## src/rtl/wb_host_master.sv

```systemverilog
// Single-outstanding command/response to Wishbone classic master bridge.
// Optional bus watchdog enabled by defining WB_HOST_TIMEOUT_EN.
module wb_host_master #(
    parameter int unsigned TIMEOUT_CYCLES = 255
) (
    input  logic        wb_clk_i,
    input  logic        wb_rst_ni,
    input  logic        cmd_valid_i,
    output logic        cmd_ready_o,
    input  logic        cmd_we_i,
    input  logic [31:0] cmd_adr_i,
    input  logic [31:0] cmd_dat_i,
    input  logic [3:0]  cmd_sel_i,
    output logic        rsp_valid_o,
    input  logic        rsp_ready_i,
    output logic [31:0] rsp_dat_o,
    output logic        rsp_err_o,
    output logic        wbm_cyc_o,
    output logic        wbm_stb_o,
    output logic        wbm_we_o,
    output logic [31:0] wbm_adr_o,
    output logic [31:0] wbm_dat_o,
    output logic [3:0]  wbm_sel_o,
    input  logic        wbm_ack_i,
    input  logic        wbm_err_i,
    input  logic [31:0] wbm_dat_i
);

    typedef enum logic [1:0] {
        IDLE = 2'd0,
        BUS  = 2'd1,
        RESP = 2'd2
    } state_t;

    state_t      state_reg;
    state_t      state_next;
    logic [1:0]  rst_sync_reg;
    logic        rst_n;
    logic        we_reg;
    logic [31:0] adr_reg;
    logic [31:0] dat_reg;
    logic [3:0]  sel_reg;
    logic [31:0] rsp_dat_reg;
    logic        rsp_err_reg;
    logic        tmo_hit;

    // Reset asserts immediately but releases only after two clock edges.
    always_ff @(posedge wb_clk_i or negedge wb_rst_ni) begin
        if (!wb_rst_ni) begin
            rst_sync_reg <= 2'b00;
        end else begin
            rst_sync_reg <= {rst_sync_reg[0], 1'b1};
        end
    end

    assign rst_n = rst_sync_reg[1];

`ifdef WB_HOST_TIMEOUT_EN
    localparam logic [15:0] TMO_LAST = 16'(TIMEOUT_CYCLES - 1);

    logic [15:0] tmo_cnt_reg;

    // Held at zero outside BUS so every bus cycle starts counting from 0.
    always_ff @(posedge wb_clk_i or negedge rst_n) begin
        if (!rst_n) begin
            tmo_cnt_reg <= 16'd0;
        end else if (state_reg != BUS) begin
            tmo_cnt_reg <= 16'd0;
        end else if (!wbm_ack_i && !wbm_err_i) begin
            tmo_cnt_reg <= tmo_cnt_reg + 16'd1;
        end
    end

    assign tmo_hit = (state_reg == BUS) && (tmo_cnt_reg == TMO_LAST);
`else
    // No watchdog: legal TIMEOUT_CYCLES is never 0, so BUS waits indefinitely.
    assign tmo_hit = (TIMEOUT_CYCLES == 0);
`endif

    always_ff @(posedge wb_clk_i or negedge rst_n) begin
        if (!rst_n) begin
            state_reg <= IDLE;
        end else begin
            state_reg <= state_next;
        end
    end

    always_comb begin
        state_next  = state_reg;
        cmd_ready_o = 1'b0;
        rsp_valid_o = 1'b0;
        wbm_cyc_o   = 1'b0;
        wbm_stb_o   = 1'b0;
        case (state_reg)
            IDLE: begin
                cmd_ready_o = 1'b1;
                if (cmd_valid_i) begin
                    state_next = BUS;
                end
            end
            BUS: begin
                wbm_cyc_o = 1'b1;
                wbm_stb_o = 1'b1;
                if (wbm_ack_i || wbm_err_i || tmo_hit) begin
                    state_next = RESP;
                end
            end
            RESP: begin
                rsp_valid_o = 1'b1;
                if (rsp_ready_i) begin
                    state_next = IDLE;
                end
            end
            default: begin
                state_next = IDLE;
            end
        endcase
    end

    // Error beats ack, and a real termination beats the watchdog.
    always_ff @(posedge wb_clk_i or negedge rst_n) begin
        if (!rst_n) begin
            we_reg      <= 1'b0;
            adr_reg     <= 32'd0;
            dat_reg     <= 32'd0;
            sel_reg     <= 4'd0;
            rsp_dat_reg <= 32'd0;
            rsp_err_reg <= 1'b0;
        end else begin
            if (state_reg == IDLE && cmd_valid_i) begin
                we_reg  <= cmd_we_i;
                adr_reg <= cmd_adr_i;
                dat_reg <= cmd_dat_i;
                sel_reg <= cmd_sel_i;
            end
            if (state_reg == BUS) begin
                if (wbm_err_i) begin
                    rsp_err_reg <= 1'b1;
                    rsp_dat_reg <= 32'd0;
                end else if (wbm_ack_i) begin
                    rsp_err_reg <= 1'b0;
                    rsp_dat_reg <= we_reg ? 32'd0 : wbm_dat_i;
                end else if (tmo_hit) begin
                    rsp_err_reg <= 1'b1;
                    rsp_dat_reg <= 32'd0;
                end
            end
        end
    end

    assign wbm_we_o  = we_reg;
    assign wbm_adr_o = adr_reg;
    assign wbm_dat_o = dat_reg;
    assign wbm_sel_o = sel_reg;
    assign rsp_dat_o = rsp_dat_reg;
    assign rsp_err_o = rsp_err_reg;

endmodule

```

## config.mk

```make
export PLATFORM = sky130hd
export DESIGN_NAME = wb_host_master
export DESIGN_NICKNAME = d
export VERILOG_FILES = /design/src/rtl/wb_host_master.sv
export SDC_FILE = /design/constraint.sdc
export NUM_CORES = 1
export LEC_CHECK = 0
export ABC_AREA = 1
export CAP_MARGIN = 20
export CORE_MARGIN = 2
export CORE_UTILIZATION = 41
export DETAILED_ROUTE_END_ITERATION = 10
export PLACE_DENSITY = 0.81
export SLEW_MARGIN = 20
export SYNTH_ARGS = -nofsm -noshare
export SYNTH_HDL_FRONTEND = slang
export SYNTH_SLANG_ARGS = --single-unit
```

## constraint.sdc

```tcl
create_clock -name wb_clk_i -period 4.75 [get_ports wb_clk_i]
set_clock_uncertainty 0.15 [all_clocks]
set_input_delay 1.1875 -clock wb_clk_i [delete_from_list [all_inputs] [get_ports wb_clk_i]]
set_output_delay 1.1875 -clock wb_clk_i [all_outputs]
set_load 0.005 [all_outputs]
```

Word level (Yosys, flattened, before mapping) --
Cells that the tools add are included. W data, S select, Z words.
Cells by class: equality and inequality tests 5, mux-type cells 12, reductions and logical operators 6
Operators by type and width (number):
- $mux W32 | 3
- $mux W2 | 3
- $ne A2 B2 Y1 const B | 3
- $pmux W2 S3 | 1
- $mux W1 | 5
- $reduce_and A3 Y1 | 1
- $eq A2 B1 Y1 const B | 1
- $eq A2 B2 Y1 const B | 1
- $logic_not A2 Y1 | 1
- $reduce_and A2 Y1 | 1
- $reduce_bool A2 Y1 | 1
- $logic_and A1 B1 Y1 | 1
- $logic_or A1 B1 Y1 | 1
Storage, ports and cells: flip-flop bits (word level) 106, bits of input ports 107, output and inout bits 106, word-level logic and storage cells 31

Logic depth before layout (Yosys ltp) --
word-level depth 3, gate-level depth with buffers 7, gate-level depth less buffers 5

Worst setup path after synthesis --
OpenSTA, ideal clock, no wires.
kind register to output, start point register state_reg[0], end point output cmd_ready_o, data arrival time 0.793 ns, required time 3.413 ns, setup slack 2.619 ns, cell stages (with the launch flop) 3, path buffers 1, path through dfrtp_1 -> nor2_2 -> buf_2
Between the ends: word-level cells in the longest chain between the ends 2
RTL lines:
- from (decl) | line 35 | state_t state_reg;
- from (signal assigned) | line 84 | state_reg <= state_next;
- $logic_not A2 Y1 | line 94 | case (state_reg)
- $mux W1 | line 94
- to (decl) | line 9 | output logic cmd_ready_o,
No other way between the ends.

Worst setup path in the final report --
Ends and elaborated chain as after synthesis.

==> run_results.csv <==
group,metric,value,unit
sta,fin_crit,3.165,ns
synthesis,yosysWarningCount,0,
synthesis,synth_compound_area_share,0.2271,%
setup_path,crit_start,"state_reg[0]",
synthesis,muxShareOfSynthArea,0,%
setup_path,ff2ff_path_depth,6,
setup_path,worstPathArrival,1.83,ns
synthesis,synth_area_leader_cell,"dfrtp_1",
global_routing,grt_overflow_total,0,
setup_path,r2r_end,"wbm_adr_o[27]",
synthesis,synth_area,4407,sq um
global_routing,antenna_found_initial,0,
sta,hold_viol_final,0,
die,ioPinCount,213,
clock_network,clock_latency,0.36,ns
route,vias,4129,
route,drt-met1-wl,4.948,mm
clock_network,ctsRootBufferMaster,"clkbuf_8",
setup_path,cp_max_fo,21,
sta,max_freq,315.9,MHz
placement,io_buffers,212,
route,wire_per_inst,14.41,microns
clock_network,hold_buffers,0,
clock_network,cts_buffers,9,
setup_path,cp.required,3.41,ns
setup_path,r2r_start,"state_reg[0]",
die,dieHeight,107.7,microns
clock_network,cts_max_level,3,
route,dr_wl_met3,1.448,mm
route,viasPerCell,4.784,
synthesis,synth_top_family_by_area,"simple AND/OR/NAND/NOR gates",
route,dr_wl_met2,5.848,mm
power,peakVddDrop,0.3889,mV
synthesis,yosysMostFrequentCell,"nand2_1",
clock_network,clkTransAtPathRegs,0.10,ns
synthesis,synthTopCellsByArea,"dfrtp_1, nand2_1, nand3_1",
sta,layout_setup_ws,1.585,ns
global_routing,grt_max_degree,70,
finish,synthToLayoutAreaGrowth,52.98,%
clock_network,cts_resized,0,
run_status,status,"finished, final reports clean",
finish,final_cells,863,
min_path,min_path_type,"flop to asynchronous set/reset pin",
flow_run,drv_cap,0,
placement,dp_cells,847,
placement,gp_congestion,0.8160,
route,ant_nets,0,
sta,finalMaxSlewViolations,0,
clock_network,post_cts_buffers,0,
route,firstDrtPassIters,4,
global_routing,grt_use_total,22.00,%
clock_network,cts.path.max_buffers,2,
synthesis,async_flop_share,100.0,%
sta,timing.final.crit_share,66.63,%
sta,rsz0062_at_grt,"false",
synthesis,synth_fa_ha_area_share,0,%
setup_path,worstSetupPathType,"flop to output port",
finish,antenna_cells,0,
finish,drive_gt1_share,3.714,%
setup_path,endpoint_kind,"output port",
power,p_per_area,576.4,nW/um^2
sta,setup_viol,0,
die,core_area,10370,sq um
route,top_layer,"met4",
synthesis,synth-seq-cells,106,
die,start_util,42.50,%
sta,relSlewSlack,39.51,%
synthesis,synth_common_cells,"nand2_1, dfrtp_1, nand3_1",
clock_network,cts_tree,"done",
synthesis,synth.top_cell.area_share,60.19,%
placement,dp_slack,1.300,ns
setup_path,cp-endpoint,"cmd_ready_o",
setup_path,reg2reg_slack,1.93,ns
die,rows,37,
synthesis,avgSynthCellArea,8.315,sq um
clock_network,cts.sinks,106,
synthesis,seq_area_frac_synth,60.19,%
route,drc,0,
setup_path,critPathLaunchType,"flop",
route,drt_iter0_drc,208,
placement,dp_hpwl,8.785,mm
global_routing,grt_pass1_vias,4120,
synthesis,synthXorXnorAreaFrac,0,%
synthesis,synth_edf_count,0,
die,fp.dieW,107.7,microns
synthesis,syn_nets,637,
synthesis,ys_types,13,
synthesis,synthSimpleGateAreaFrac,34.47,%
power,p_leak,3.333,nW
sta,tns,0,ns
synthesis,netlist_instances,530,
die,die_area,11590,sq um
sta,max_slew.worst_pin.slew,0.9063,ns
route,wirelength,12.44,mm
finish,final_nets,829,
synthesis,synth_ff_type,"dfrtp_1",
global_routing,grt_pass1_wl,20.09,mm
## power breakdown
group | leakage, nW | internal (mW) | switching [mW]
clock network | 0.102 | 0.247 | 0.290
registers | 1.34 | 1.31 | 0.247
logic | 1.89 | 0.992 | 0.799
## cells by family (layout without fill, tap and decap cells)
family                 Yosys count  count (layout)
flip-flops                     106             106
other                            1               1
AND/OR/NAND/NOR                379             379
buffers and inverters           42             239
AO/OA/AOI/OAI                    2               2
## worst max-delay path: stages (launching register included)
cell	delay, ns
dfrtp_1	0.44
nor2_4	0.42
clkdlybuf4s50_1	0.61
## how the worst min path moves through the flow
stage	slack, ns	start	cells after the start	endpoint
floorplan	0.18	rst_sync_reg[0]	0	rst_sync_reg[1]
global placement	0.19	rst_sync_reg[0]	0	rst_sync_reg[1]
detailed placement	0.19	rst_sync_reg[0]	0	rst_sync_reg[1]
CTS	0.22	rst_sync_reg[0]	0	rst_sync_reg[1]
global route	0.23	rst_sync_reg[0]	0	rst_sync_reg[1]
finish	0.21	rst_sync_reg[1]	0	wbm_dat_o[29]
## cells in the final DEF, fill, tap and decap left out, drive strengths merged
master	instances
buf	6
clkbuf	14
clkdlybuf4s50	211
clkinv	2
conb	1
dfrtp	106
inv	6
nand2	273
nand3	69
nor2	37
o21ai	2
## layer usage
metal	track usage, %	vias to the layer above
li1	-	2010
met3	8.051	16
met4	7.143	0
met5	0	-
met2	36.25	195
met1	26.83	1908
## final cells by class
| class | instances | area (sq um) |
|---|---|---|
| fill | 860 | 3628 |
| sequential | 106 | 2656 |
| timing repair buffer | 217 | 2155 |
| multi-input combinational | 382 | 1545 |
| clock buffer | 14 | 182.7 |
| tap | 136 | 170.2 |
| inverter | 6 | 22.52 |
| clock inverter | 2 | 10.01 |
## stage by stage
step | hold slack [ns] | total power [mW] | utilization, % | instance area (sq um)
4_1_cts | 0.2213 | 3.927 | 64.96 | 6736
5_1_grt | 0.2346 | 4.179 | 65.01 | 6741
3_5_place_dp | 0.1927 | 3.375 | 63.10 | 6544
3_3_place_gp | 0.1876 | 3.320 | 63.10 | 6544
6_report | 0.2139 | 3.886 | 65.01 | 6741
2_1_floorplan | 0.1812 | 2.274 | - | 4407
Note: power is estimated with default switching activity, not from simulation.
